===== src/rtl/ghash_pkg.sv =====
// Shared constants and state encoding for the bit-serial GHASH accumulator.
package ghash_pkg;

    localparam int BLK_W = 128;
    localparam int ITER  = 128;

    // Reduction constant of the GCM field in reflected bit order (bit 127 = x^0).
    localparam logic [BLK_W-1:0] GF_R = {8'hE1, 120'h0};

    typedef enum logic {
        IDLE = 1'b0,
        MUL  = 1'b1
    } state_t;

endpackage


===== src/rtl/ghash_accum_if.sv =====
// Block stream handshake between the AEAD datapath (master) and the accumulator (slave).
interface ghash_accum_if;
    import ghash_pkg::*;

    logic             valid;
    logic             ready;
    logic [BLK_W-1:0] data;
    logic             last;

    modport master (output valid, output data, output last, input ready);
    modport slave  (input valid, input data, input last, output ready);

endinterface


===== src/rtl/gf128_mul_step.sv =====
// One shift-and-add iteration of the serial GF(2^128) multiply.
module gf128_mul_step
    import ghash_pkg::*;
(
    input  logic [BLK_W-1:0] z,
    input  logic [BLK_W-1:0] v,
    input  logic             h_bit,
    output logic [BLK_W-1:0] z_next,
    output logic [BLK_W-1:0] v_next
);

    // Accumulate V when the key bit is set; multiply V by x with reduction.
    always_comb begin
        // NOTE: outputs get an unconditional value on every path, so no latch is inferred.
        z_next = h_bit ? (z ^ v) : z;
        v_next = (v >> 1) ^ (v[0] ? GF_R : '0);
    end

endmodule


===== src/rtl/ghash_accum.sv =====
// Bit-serial GHASH accumulator: folds each block as Y = (Y ^ X) * H, one key bit per cycle.
module ghash_accum
    import ghash_pkg::*;
(
    input  logic             clk,
    input  logic             reset,
    input  logic [BLK_W-1:0] H,
    input  logic             init,
    ghash_accum_if.slave     blk,
    output logic             busy,
    output logic [BLK_W-1:0] y_out,
    output logic             tag_valid
);

    state_t           state;
    logic [6:0]       cnt;
    logic [BLK_W-1:0] y;
    logic [BLK_W-1:0] z;
    logic [BLK_W-1:0] v;
    logic             last;
    logic [BLK_W-1:0] z_next;
    logic [BLK_W-1:0] v_next;
    logic             h_bit;

    // Iteration i consumes key bit H[127-i]; ~cnt is 127-cnt for a 7-bit counter.
    assign h_bit = H[~cnt];

    gf128_mul_step u_step (
        .z      (z),
        .v      (v),
        .h_bit  (h_bit),
        .z_next (z_next),
        .v_next (v_next)
    );

    // Ready depends only on the FSM state and init, never on blk.valid.
    assign blk.ready = (state == IDLE) && !init;
    assign busy      = (state == MUL);
    assign y_out     = y;

    // FSM, iteration counter and Y/Z/V registers; reset aborts any block in flight.
    always_ff @(posedge clk or posedge reset) begin
        if (reset) begin
            state     <= IDLE;
            cnt       <= '0;
            y         <= '0;
            z         <= '0;
            v         <= '0;
            last      <= 1'b0;
            tag_valid <= 1'b0;
        end else begin
            // NOTE: non-blocking assignments so every register samples pre-edge values.
            case (state)
                IDLE: begin
                    if (init) begin
                        y         <= '0;
                        tag_valid <= 1'b0;
                    end else if (blk.valid) begin
                        v         <= y ^ blk.data;
                        z         <= '0;
                        cnt       <= '0;
                        last      <= blk.last;
                        tag_valid <= 1'b0;
                        state     <= MUL;
                    end
                end
                MUL: begin
                    z   <= z_next;
                    v   <= v_next;
                    cnt <= cnt + 7'd1;
                    // Counter wraps to 0 on the same edge the FSM leaves MUL.
                    if (cnt == 7'(ITER - 1)) begin
                        y     <= z_next;
                        state <= IDLE;
                        if (last) tag_valid <= 1'b1;
                    end
                end
                default: state <= IDLE;
            endcase
        end
    end

endmodule

===== src/flat_wrapper.sv =====
// flat-port wrapper written by rule: the top's interface ports become plain ports
module ghash_accum_flat import ghash_pkg::*;
  (clk, reset, H, init, busy, y_out, tag_valid, blk_valid, blk_data, blk_last, blk_ready);
  ghash_accum_if blk_i ();
  input  logic clk;
  input  logic reset;
  input  logic [BLK_W-1:0] H;
  input  logic init;
  output logic busy;
  output logic [BLK_W-1:0] y_out;
  output logic tag_valid;
  input wire logic [$bits(blk_i.valid)-1:0] blk_valid;
  input wire logic [$bits(blk_i.data)-1:0] blk_data;
  input wire logic [$bits(blk_i.last)-1:0] blk_last;
  output wire logic [$bits(blk_i.ready)-1:0] blk_ready;
  assign blk_i.valid = blk_valid;
  assign blk_i.data = blk_data;
  assign blk_i.last = blk_last;
  assign blk_ready = blk_i.ready;
  ghash_accum u_core (.clk(clk), .reset(reset), .H(H), .init(init), .blk(blk_i), .busy(busy), .y_out(y_out), .tag_valid(tag_valid));
endmodule

===== config.mk =====
export PLATFORM = sky130hd
export DESIGN_NAME = ghash_accum_flat
export DESIGN_NICKNAME = d
export VERILOG_FILES = /design/src/rtl/ghash_pkg.sv /design/src/rtl/ghash_accum_if.sv /design/src/rtl/gf128_mul_step.sv /design/src/rtl/ghash_accum.sv /design/src/flat_wrapper.sv
export SDC_FILE = /design/constraint.sdc
export NUM_CORES = 1
export LEC_CHECK = 0
export BUFFER_PORTS_ARGS = -buffer_cell sky130_fd_sc_hd__buf_2
export CORE_MARGIN = 5
export CORE_UTILIZATION = 27
export DETAILED_ROUTE_END_ITERATION = 10
export RECOVER_POWER = 25
export SYNTH_ARGS = -nofsm -noshare
export SYNTH_HDL_FRONTEND = slang
export SYNTH_SLANG_ARGS = --single-unit

===== constraint.sdc =====
create_clock -name clk -period 20.5 [get_ports clk]
set_input_delay 2.05 -clock clk [delete_from_list [all_inputs] [get_ports clk]]
set_output_delay 2.05 -clock clk [all_outputs]
set_load 0.05 [all_outputs]

==> reports/results.ini, run 1 <==
[outcome]
status = complete, but fails checks
violations = capacitance limit, slew limit

[floorplanning]
core.rowCount = 106
die_height_um = 300
die_w_um = 300
core_area_mm2 = 0.0834
start_util_pct = 27.1
dieArea_mm2 = 0.0898
boundaryPins = 392

[min_path]
hold_start = u_core.last
whs_endpoint = u_core.last
hp-class = reg -> reg
worstHoldPathCells = 1

[power]
pwr-share-comb_pct = 44.4
p_leak_uw = 0.0115
switchingPower_uw = 2090
power_frac_clock_pct = 20.0
ir_drop_mv = 0.146
p_sw_share_pct = 47.7
powerDensity_mw_per_mm2 = 164
p_seq_share_pct = 35.6
p_int_uw = 2290
total_power_uw = 4380

[cts]
post_cts_buffers = 0
cts_hold_buf = 0
clkSlewWorstSetupHoldPaths_ns = 0.06
htree_levels = 2
clockRootBuffer = clkbuf_16
cts_made_buffers = 48
cts_num_sinks = 394
cts_buffer_depth = 3
cts_resized = 0
clkLatencyLatePin_ns = 0.59
tritoncts = built

[setup_path]
crit_path_start_kind = primary input
worstReg2RegEnd = u_core.z[50]
r2r-start = u_core.cnt[0]
arrival_ns = 8.61
path_class = in -> async
critical_path_required_ns = 21.01
cp-end-kind = asynchronous set/reset pin
reg2reg_depth = 8
critPathMaxFanout = 111
r2r_slack_ns = 14.38

[sta]
min_period_ns = 8.10
timing.hold.ws_ns = 0.523
fin_crit_sh_pct = 39.5
drv_slew = 319
hold_viol = 0
setup_violations = 0
slew_headroom_pct = -249
clock-skew-final_ns = 0.0280
rsz0062_at_grt = false
fmax_mhz = 123
tightest_slew_ns = 5.21
fin_setup_tns_ns = 0

[logic_synthesis]
synth.avg_cell_area_um2 = 9.25
synth_cells = 2447
ys_seq_area_share_pct = 43.5
yosysTopAreaCell = dfrtp_1
synth.area.top_cells = dfrtp_1 (44%), a2111o_1 (6.4%), mux2i_1 (5.7%)
ys_warn_count = 0
synth.distinct_cells = 41
ys_ff_latch = 394
synth_area_mm2 = 0.0226
synthArstFlopShare_pct = 100
synth_nets = 2709
synth_flop_cell = dfrtp_1
synth_enable_flop_cells = 0
synth_top_area_share_pct = 43.5

[route]
via_count = 19733
drt-initial-drc-count = 1461
drc_errors = 0
wirelength_um = 69300
ant_nets = 0
vias_per_cell = 5.19
wire_per_inst_um = 18.2
drt_first_pass_iters = 6

[global_route]
grt_pass1_vias = 19566
antenna_found_initial = 2
grt_max_degree = 198
overflow = 0
grt_pass1_wl_um = 111000
grtUsageTotal_pct = 14.9

[final_layout]
multi_input_area_mm2 = 0.0112
fin_nets = 2945
fin_area_mm2 = 0.0267
area_growth_pct = 18.1
seq_area_mm2 = 0.00986
fillerInstances = 8619
drive_above_1_share_pct = 19.9

[place]
dp_hpwl_um = 42600
gp_congestion = 0.752
dpl_cell_area_mm2 = 0.0251
port_buffers = 391

[job]
drv_cap = 5

-- worst max-delay path, cell delays in order --
cell        delay [ns]
buf_2             0.10
clkinvlp_2        2.87
clkbuf_1          2.56
buf_4             0.96
-- per-layer routing --
layer / vias up / track usage, % / share of wire, %
met5: - / 0 / 0
met1: 9607 / 20.5 / 45
met4: 0 / 3.32 / 1.8
li1: 9513 / - / -
met3: 71 / 2.46 / 5.2
met2: 542 / 24.9 / 48
-- sequential cells by signal (all words and copies together) (netlist names) --
register	count
u_core.busy	1
u_core.y_out	128
u_core.v	128
u_core.z	128
u_core.cnt	7
u_core.last	1
u_core.tag_valid	1
-- power by group through the flow --
stage	sequential (uW)	clock, uW	combinational (uW)
floorplan	1780	0	1280
global placement	1560	0	1920
detailed placement	1560	0	1950
CTS	1550	907	1950
global route	1620	937	2130
finish	1560	877	1940
-- worst max-delay path by stage --
stage | from | slack, ns | endpoint | cells after the start
global route | reset | 10.95 | u_core.busy | 4
detailed placement | H[84] | 13.82 | u_core.z[33] | 9
floorplan | reset | 7.50 | u_core.busy | 1
global placement | H[84] | 13.88 | u_core.z[49] | 9
CTS | H[84] | 14.47 | u_core.z[51] | 9
finish | reset | 12.40 | u_core.busy | 4
-- logic make-up (layout without fill, tap and decap cells) --
logic type | after synthesis | after routing | share of synthesized area (%)
muxes | 163 | 163 | 8.58
buffers and inverters | 363 | 635 | 6.98
AOI/OAI and AO/OA | 685 | 685 | 21.5
xor gates and xnor gates | 134 | 134 | 5.18
other | 0 | 3 | 0
adders and majority gates | 1 | 1 | 0.0552
and+or+nand+nor | 707 | 707 | 14.1
DFF | 394 | 394 | 43.5
-- cell usage after synthesis (2+ instances only) --
cell	n
mux2_2	9
nand3_1	137
a211o_1	3
buf_2	64
a22oi_1	5
o221ai_1	3
buf_6	15
a311oi_2	4
dfrtp_1	394
a2111o_1	128
a221oi_1	4
a31oi_1	7
a22oi_4	2
mux2i_1	130
inv_1	131
buf_4	7
o31ai_1	2
a32oi_1	128
nor2_1	147
a22o_1	5
xor2_1	4
o21ai_0	141
xnor2_1	130
nand4_1	137
a21oi_1	251
nand2_1	277
buf_1	4
mux4_2	24
clkbuf_1	142
-- cells in the final DEF, fill, tap and decap left out, types with 2 or more instances in the layout --
cell / netlist / final
a22o_1: 5 / 5
a2111o_1: 128 / 128
o21ai_0: 141 / 140
xnor2_1: 130 / 130
nand2_1: 277 / 276
mux4_2: 24 / 24
dfrtp_1: 394 / 392
mux2i_1: 130 / 130
a22oi_4: 2 / 2
clkbuf_8: 0 / 12
a311oi_2: 4 / 4
diode_2: 0 / 3
a221oi_1: 4 / 4
inv_1: 131 / 130
clkbuf_16: 0 / 49
a32oi_1: 128 / 128
xor2_1: 4 / 4
o221ai_1: 3 / 3
nor2_1: 147 / 147
clkbuf_1: 142 / 12
a22oi_1: 5 / 5
mux2_2: 9 / 9
a21oi_1: 251 / 251
buf_4: 7 / 24
nand4_1: 137 / 137
a211o_1: 3 / 3
a31oi_1: 7 / 7
o31ai_1: 2 / 2
buf_2: 64 / 390
clkinv_2: 0 / 6
nand3_1: 137 / 137
bufinv_16: 0 / 3
clkinvlp_4: 0 / 3
-- final cells by class --
| cell class | instances | share of cell area [%] |
|---|---|---|
| clock inverters | 16 | 0.772 |
| clock buffers | 70 | 5.33 |
| flip-flops and latches | 394 | 36.9 |
| diodes | 3 | 0.0281 |
| repair buffers | 418 | 8.09 |
| inverters | 131 | 1.84 |
| well taps | 1080 | 5.05 |
| multi-input cells | 1690 | 42.0 |
-- through the flow --
| step | cells | worst slack, ns | utilization, % |
|---|---|---|---|
| floorplan | 2447 | 7.50 | - |
| global placement | 3713 | 13.88 | 30.1 |
| detailed placement | 3713 | 13.82 | 30.1 |
| CTS | 3799 | 14.47 | 32.1 |
| global route | 3800 | 10.95 | 32.1 |
| finish | 3802 | 12.40 | 32.1 |
(Power assumes the default switching activity.)
==> run 2: changes to the inputs <==
--- a/config.mk
+++ b/config.mk
@@ -5,6 +5,7 @@
 export SDC_FILE = /design/constraint.sdc
 export NUM_CORES = 1
 export LEC_CHECK = 0
+export ABC_AREA = 1
 export BUFFER_PORTS_ARGS = -buffer_cell sky130_fd_sc_hd__buf_2
 export CORE_MARGIN = 5
 export CORE_UTILIZATION = 27
==> constraint.sdc (replaced) <==
create_clock -name clk -period 6.51 [get_ports clk]
set_input_delay 0.651 -clock clk [delete_from_list [all_inputs] [get_ports clk]]
set_output_delay 0.651 -clock clk [all_outputs]
set_load 0.05 [all_outputs]
==> reports/results.ini, run 2 <==
[outcome]
status = complete, but fails checks
violations = capacitance limit, slew limit

[cts]
cts_num_sinks = 394
htree_levels = 2
cts_made_buffers = 46
clockRootBuffer = clkbuf_16
clkLatencyLatePin_ns = 0.60
clkSlewWorstSetupHoldPaths_ns = 0.06
cts_hold_buf = 0
cts_buffer_depth = 3
post_cts_buffers = 0
cts_resized = 0
tritoncts = built

[global_route]
grt_pass1_wl_um = 104000
antenna_found_initial = 0
grt_max_degree = 197
grt_pass1_vias = 18828
grtUsageTotal_pct = 14.5
overflow = 0

[power]
powerDensity_mw_per_mm2 = 622
p_leak_uw = 0.0132
ir_drop_mv = 0.532
total_power_uw = 16100

[floorplanning]
start_util_pct = 27.1
core_area_mm2 = 0.0803
dieArea_mm2 = 0.0865
boundaryPins = 392
core.rowCount = 104
die_height_um = 294
die_w_um = 294

[logic_synthesis]
synth_adder_area_share_pct = 0.0574
synth.area.top_cells = dfrtp_1 (45%), nand2_1 (19%), nand3_1 (7.5%)
synth_area_mm2 = 0.0218
synth-simple-area-share_pct = 33.5
synthMuxAreaShare_pct = 0
synth.distinct_cells = 32
synth_nets = 2997
synth.avg_cell_area_um2 = 7.97
synth.most_common_cell = nand2_1
synth_enable_flop_cells = 0
yosys.area_share.xor_xnor_pct = 10.4
ys_warn_count = 0
synth_top_family_by_area = simple AND/OR/NAND/NOR gates
synth_top_area_share_pct = 45.3
synthArstFlopShare_pct = 100
yosysTopAreaCell = dfrtp_1
yosys-top-cells-count = nand2_1 (1118), dfrtp_1 (394), nand3_1 (328), nand2_2 (202), xor2_1 (131)
ys_seq_area_share_pct = 45.3
synth_flop_cell = dfrtp_1
synth_cells = 2735
ys_ff_latch = 394
synth_compound_area_share_pct = 5.41

[final_layout]
area_growth_pct = 19.1
fin_area_mm2 = 0.0259
fin_nets = 3280
layout_commonest_cell = nand2_1
fillerInstances = 8501
multi_input_area_mm2 = 0.0108
antennaDiodeCount = 0
seq_area_mm2 = 0.00986
layout_common_cells = nand2_1 (1117), dfrtp_1 (393), buf_2 (391)
drive_above_1_share_pct = 23.0

[place]
gp_congestion = 0.812
dpl_cell_area_mm2 = 0.0244
port_buffers = 391
dp_hpwl_um = 41400

[setup_path]
cp-end-kind = flip-flop
cp_slowest_cell = dfrtp_1
path_class = reg -> reg
arrival_ns = 4.80
max_stage_delay_ns = 1.50
path_buf_inv = 3
cpMostUsedCell = nand2_1
critPathMaxFanout = 135
crit_path_start_kind = flip-flop
cpLargestDelayFamily = buffers and inverters
critical_path_required_ns = 6.97
path_cells = clkinv_1 -> nand2_1 -> inv_8 -> buf_4 -> nand2_1 -> o211ai_1

[route]
drt_first_pass_iters = 5
ant_nets = 0
drc_errors = 0
wirelength_um = 65000
via_count = 19016
drt-initial-drc-count = 1156
vias_per_cell = 4.62
wire_per_inst_um = 15.8

[sta]
setup_violations = 0
fin_crit_sh_pct = 66.7
clock-skew-final_ns = 0.0360
rsz0062_at_grt = false
fin_setup_tns_ns = 0
slew_headroom_pct = -117
hold_viol = 0
timing.hold.ws_ns = 0.328
drv_slew = 144
min_period_ns = 4.34
fmax_mhz = 230
tightest_slew_ns = 3.25

[job]
drv_cap = 3

[min_path]
hp-class = in -> reg

==> run 2: cell types whose count changed after synthesis, moves of 130 or more <==
cell     delta
nand3_1   +191
a21oi_1   -241
nand2_1   +841
nand4_1   -136
nand2_2   +202
mux2i_1   -130
==> run 2: final timing paths <==
path                                    from           endpoint  slack [ns]  cells past startpoint
setup / recovery                 u_core.busy       u_core.v[85]        2.17                      6
hold / removal                      blk_last        u_core.last        0.33                      3
setup reg to reg                 u_core.busy       u_core.v[85]        2.17                      6
hold reg to reg            u_core.y_out[117]  u_core.y_out[117]        0.52                      2
max in group asynchronous              reset   u_core.y_out[17]        2.24                      3
min in group asynchronous              reset  u_core.y_out[124]        0.53                      2
==> run 2: metrics by stage <==
step                util [%]  setup WS, ns  std cells
finish                  32.3          2.17       4115
CTS                     32.3          2.73       4115
global route            32.3          1.36       4115
global placement        30.4          2.75       4030
floorplan                  -         0.557       2735
detailed placement      30.4          2.71       4030
==> run 2: cell families (layout without fill, tap and decap cells) <==
logic type	count (synthesis)	in the layout
DFF	394	394
xor gates and xnor gates	258	258
buffers and inverters	221	541
and+or+nand+nor	1695	1695
adders and majority gates	1	1
AOI/OAI and AO/OA	166	166
==> run 2: worst register-to-register path, stage by stage, from the launching register on <==
cell and delay (ns):
dfrtp_1 1.50, clkinv_1 0.80, nand2_1 0.65, inv_8 0.40
buf_4 0.60, nand2_1 0.21, o211ai_1 0.09
==> run 2: report_power, final <==
part	total [uW]	internal [uW]	leakage (uW)	switching, uW
sequential	4760	3600	0.00499	1160
combinational	8690	2790	0.00748	5900
clock	2690	1580	0.000779	1120
==> run 2: final cells by class <==
cell class,instances,area share [%]
Multi-Input combinational cell,2120,41.6
Sequential cell,394,38.0
Timing Repair Buffer,413,8.49
Clock buffer,67,5.20
Tap cell,1060,5.11
Clock inverter,18,0.935
Inverter,43,0.685
==> run 2: layer usage <==
layer | up-vias | track usage [%] | wire [um]
met5 | - | 0 | 0
met4 | 0 | 4.55 | 1970
met3 | 105 | 2.33 | 3080
met2 | 439 | 24.2 | 31000
met1 | 9168 | 19.4 | 28900
li1 | 9304 | - | -
==> run 3: changes to the inputs <==
==> constraint.sdc (replaced) <==
create_clock -name clk -period 3.72 [get_ports clk]
set_input_delay 0.372 -clock clk [delete_from_list [all_inputs] [get_ports clk]]
set_output_delay 0.372 -clock clk [all_outputs]
set_load 0.05 [all_outputs]
==> reports/results.ini, run 3 (synthesis results as in run 2) <==
[outcome]
status = complete, but fails checks
violations = capacitance limit, slew limit

[floorplanning]
dieArea_mm2 = 0.0865
start_util_pct = 27.1
die_height_um = 294
die_w_um = 294
core.rowCount = 104
core_area_mm2 = 0.0803
boundaryPins = 392

[setup_path]
arrival_ns = 3.56
r2r-start = u_core.cnt[0]
path_class = reg -> reg
r2r_slack_ns = 0.68
crit_path_start_kind = flip-flop
critical_path_required_ns = 4.23
cp-end-kind = flip-flop
critPathMaxFanout = 63
startpoint = u_core.cnt[0]

[place]
dp_hpwl_um = 43400
gp_congestion = 0.862
port_buffers = 391
place_inst = 4054
dpl_cell_area_mm2 = 0.0247

[cts]
clkSlewWorstSetupHoldPaths_ns = 0.06
cts_buffer_depth = 3
cts_resized = 0
cts_num_sinks = 394
clkLatencyLatePin_ns = 0.59
tritoncts = built
clockRootBuffer = clkbuf_16
htree_levels = 2
cts_made_buffers = 47

[power]
p_int_uw = 14300
total_power_uw = 28700
power_frac_clock_pct = 16.2
switchingPower_uw = 14400
powerDensity_mw_per_mm2 = 1090
ir_drop_mv = 0.661
p_seq_share_pct = 29.1
p_leak_uw = 0.0134
pwr-share-comb_pct = 54.7
p_sw_share_pct = 50.2

[route]
drc_errors = 0
ant_nets = 0
drt-initial-drc-count = 1178
drt_first_pass_iters = 5
wirelength_um = 66700
via_count = 19237
vias_per_cell = 4.65
wire_per_inst_um = 16.1

[min_path]
hold_start = blk_data[9]
hp-class = in -> reg

[final_layout]
seq_area_mm2 = 0.00986
fillerInstances = 8405
stdcell_count = 4140
fin_nets = 3307
fin_area_mm2 = 0.0263
multi_input_area_mm2 = 0.0108
layout_common_cells = nand2_1 (1117), dfrtp_1 (392), buf_2 (390)
area_growth_pct = 20.6
layout_commonest_cell = nand2_1
drive_above_1_share_pct = 23.4

[global_route]
grtUsageTotal_pct = 14.9
overflow = 0
antenna_found_initial = 2
grt_pass1_vias = 19023
grt_pass1_wl_um = 107000
grt_max_degree = 190

[sta]
tightest_slew_ns = 1.79
drv_slew = 74
hold_viol = 0
timing.hold.ws_ns = 0.117
min_period_ns = 3.04
slew_headroom_pct = -19.2
rsz0062_at_grt = false
setup_violations = 0
fin_crit_sh_pct = 81.8
fmax_mhz = 329
clock-skew-final_ns = 0.0178
fin_setup_tns_ns = 0

[job]
drv_cap = 3

[run 3: changes by cell type in the layout (fill, tap and decap cells not counted), sizes merged]
cell	change
buf	+19
clkbuf	+7
clkinv	-4
diode	+2
dlygate4sd3	+2
bufinv	-1
[run 3: final timing paths]
kind / depth (start not counted) / to
max in group asynchronous: 4 / u_core.z[15]
max reg2reg: 13 / u_core.y_out[10]
min: 3 / u_core.v[9]
max: 13 / u_core.y_out[10]
min in group asynchronous: 3 / u_core.y_out[124]
min reg2reg: 1 / u_core.tag_valid
[run 3: what timing repair did]
action,CTS,global route
setup buffers,0,0
hold buffers,2,0
hold endpoints to repair,17,0
[run 3: cell type report]
class / count / area share, %
Clock inverter: 13 / 0.628
Multi-Input combinational cell: 2120 / 41.1
Inverter: 43 / 0.676
Sequential cell: 394 / 37.5
Clock buffer: 69 / 5.28
Timing Repair Buffer: 439 / 9.75
Antenna cell: 2 / 0.0190
Tap cell: 1060 / 5.05
[run 3: stage by stage]
stage / setup slack, ns / util (%)
finish: 0.677 / 32.7
global route: 0.355 / 32.7
CTS: 0.694 / 32.8
detailed placement: 0.728 / 30.8
global placement: 0.708 / 30.8
floorplan: -1.95 / -
[run 3: worst max-delay path, stage by stage, from the launching register on]
cell,delay (ns)
dfrtp_2,0.64
inv_4,0.32
o21ai_0,0.42
nand3_1,0.14
nand3_1,0.09
nand2_1,0.08
nand3_1,0.07
nand3_1,0.17
nand2_8,0.38
buf_4,0.29
nand2_1,0.07
nand2_1,0.08
nand3_1,0.07
nand2_1,0.10
[run 3: power groups by stage]
stage          registers (uW)  clock network (uW)  logic (uW)
2_1_floorplan            9700                   0       11000
3_3_place_gp             8410                   0       15600
3_5_place_dp             8420                   0       15900
4_1_cts                  8380                4790       15900
5_1_grt                  8650                4980       17600
6_report                 8370                4650       15700
[run 3: layer usage]
| metal | vias to the layer above | wire length (um) | GRT usage (%) |
|---|---|---|---|
| met5 | - | 0 | 0 |
| met4 | 0 | 1500 | 3.86 |
| met3 | 95 | 3230 | 2.04 |
| met2 | 470 | 31900 | 25.0 |
| met1 | 9295 | 30000 | 20.4 |
| li1 | 9377 | - | - |
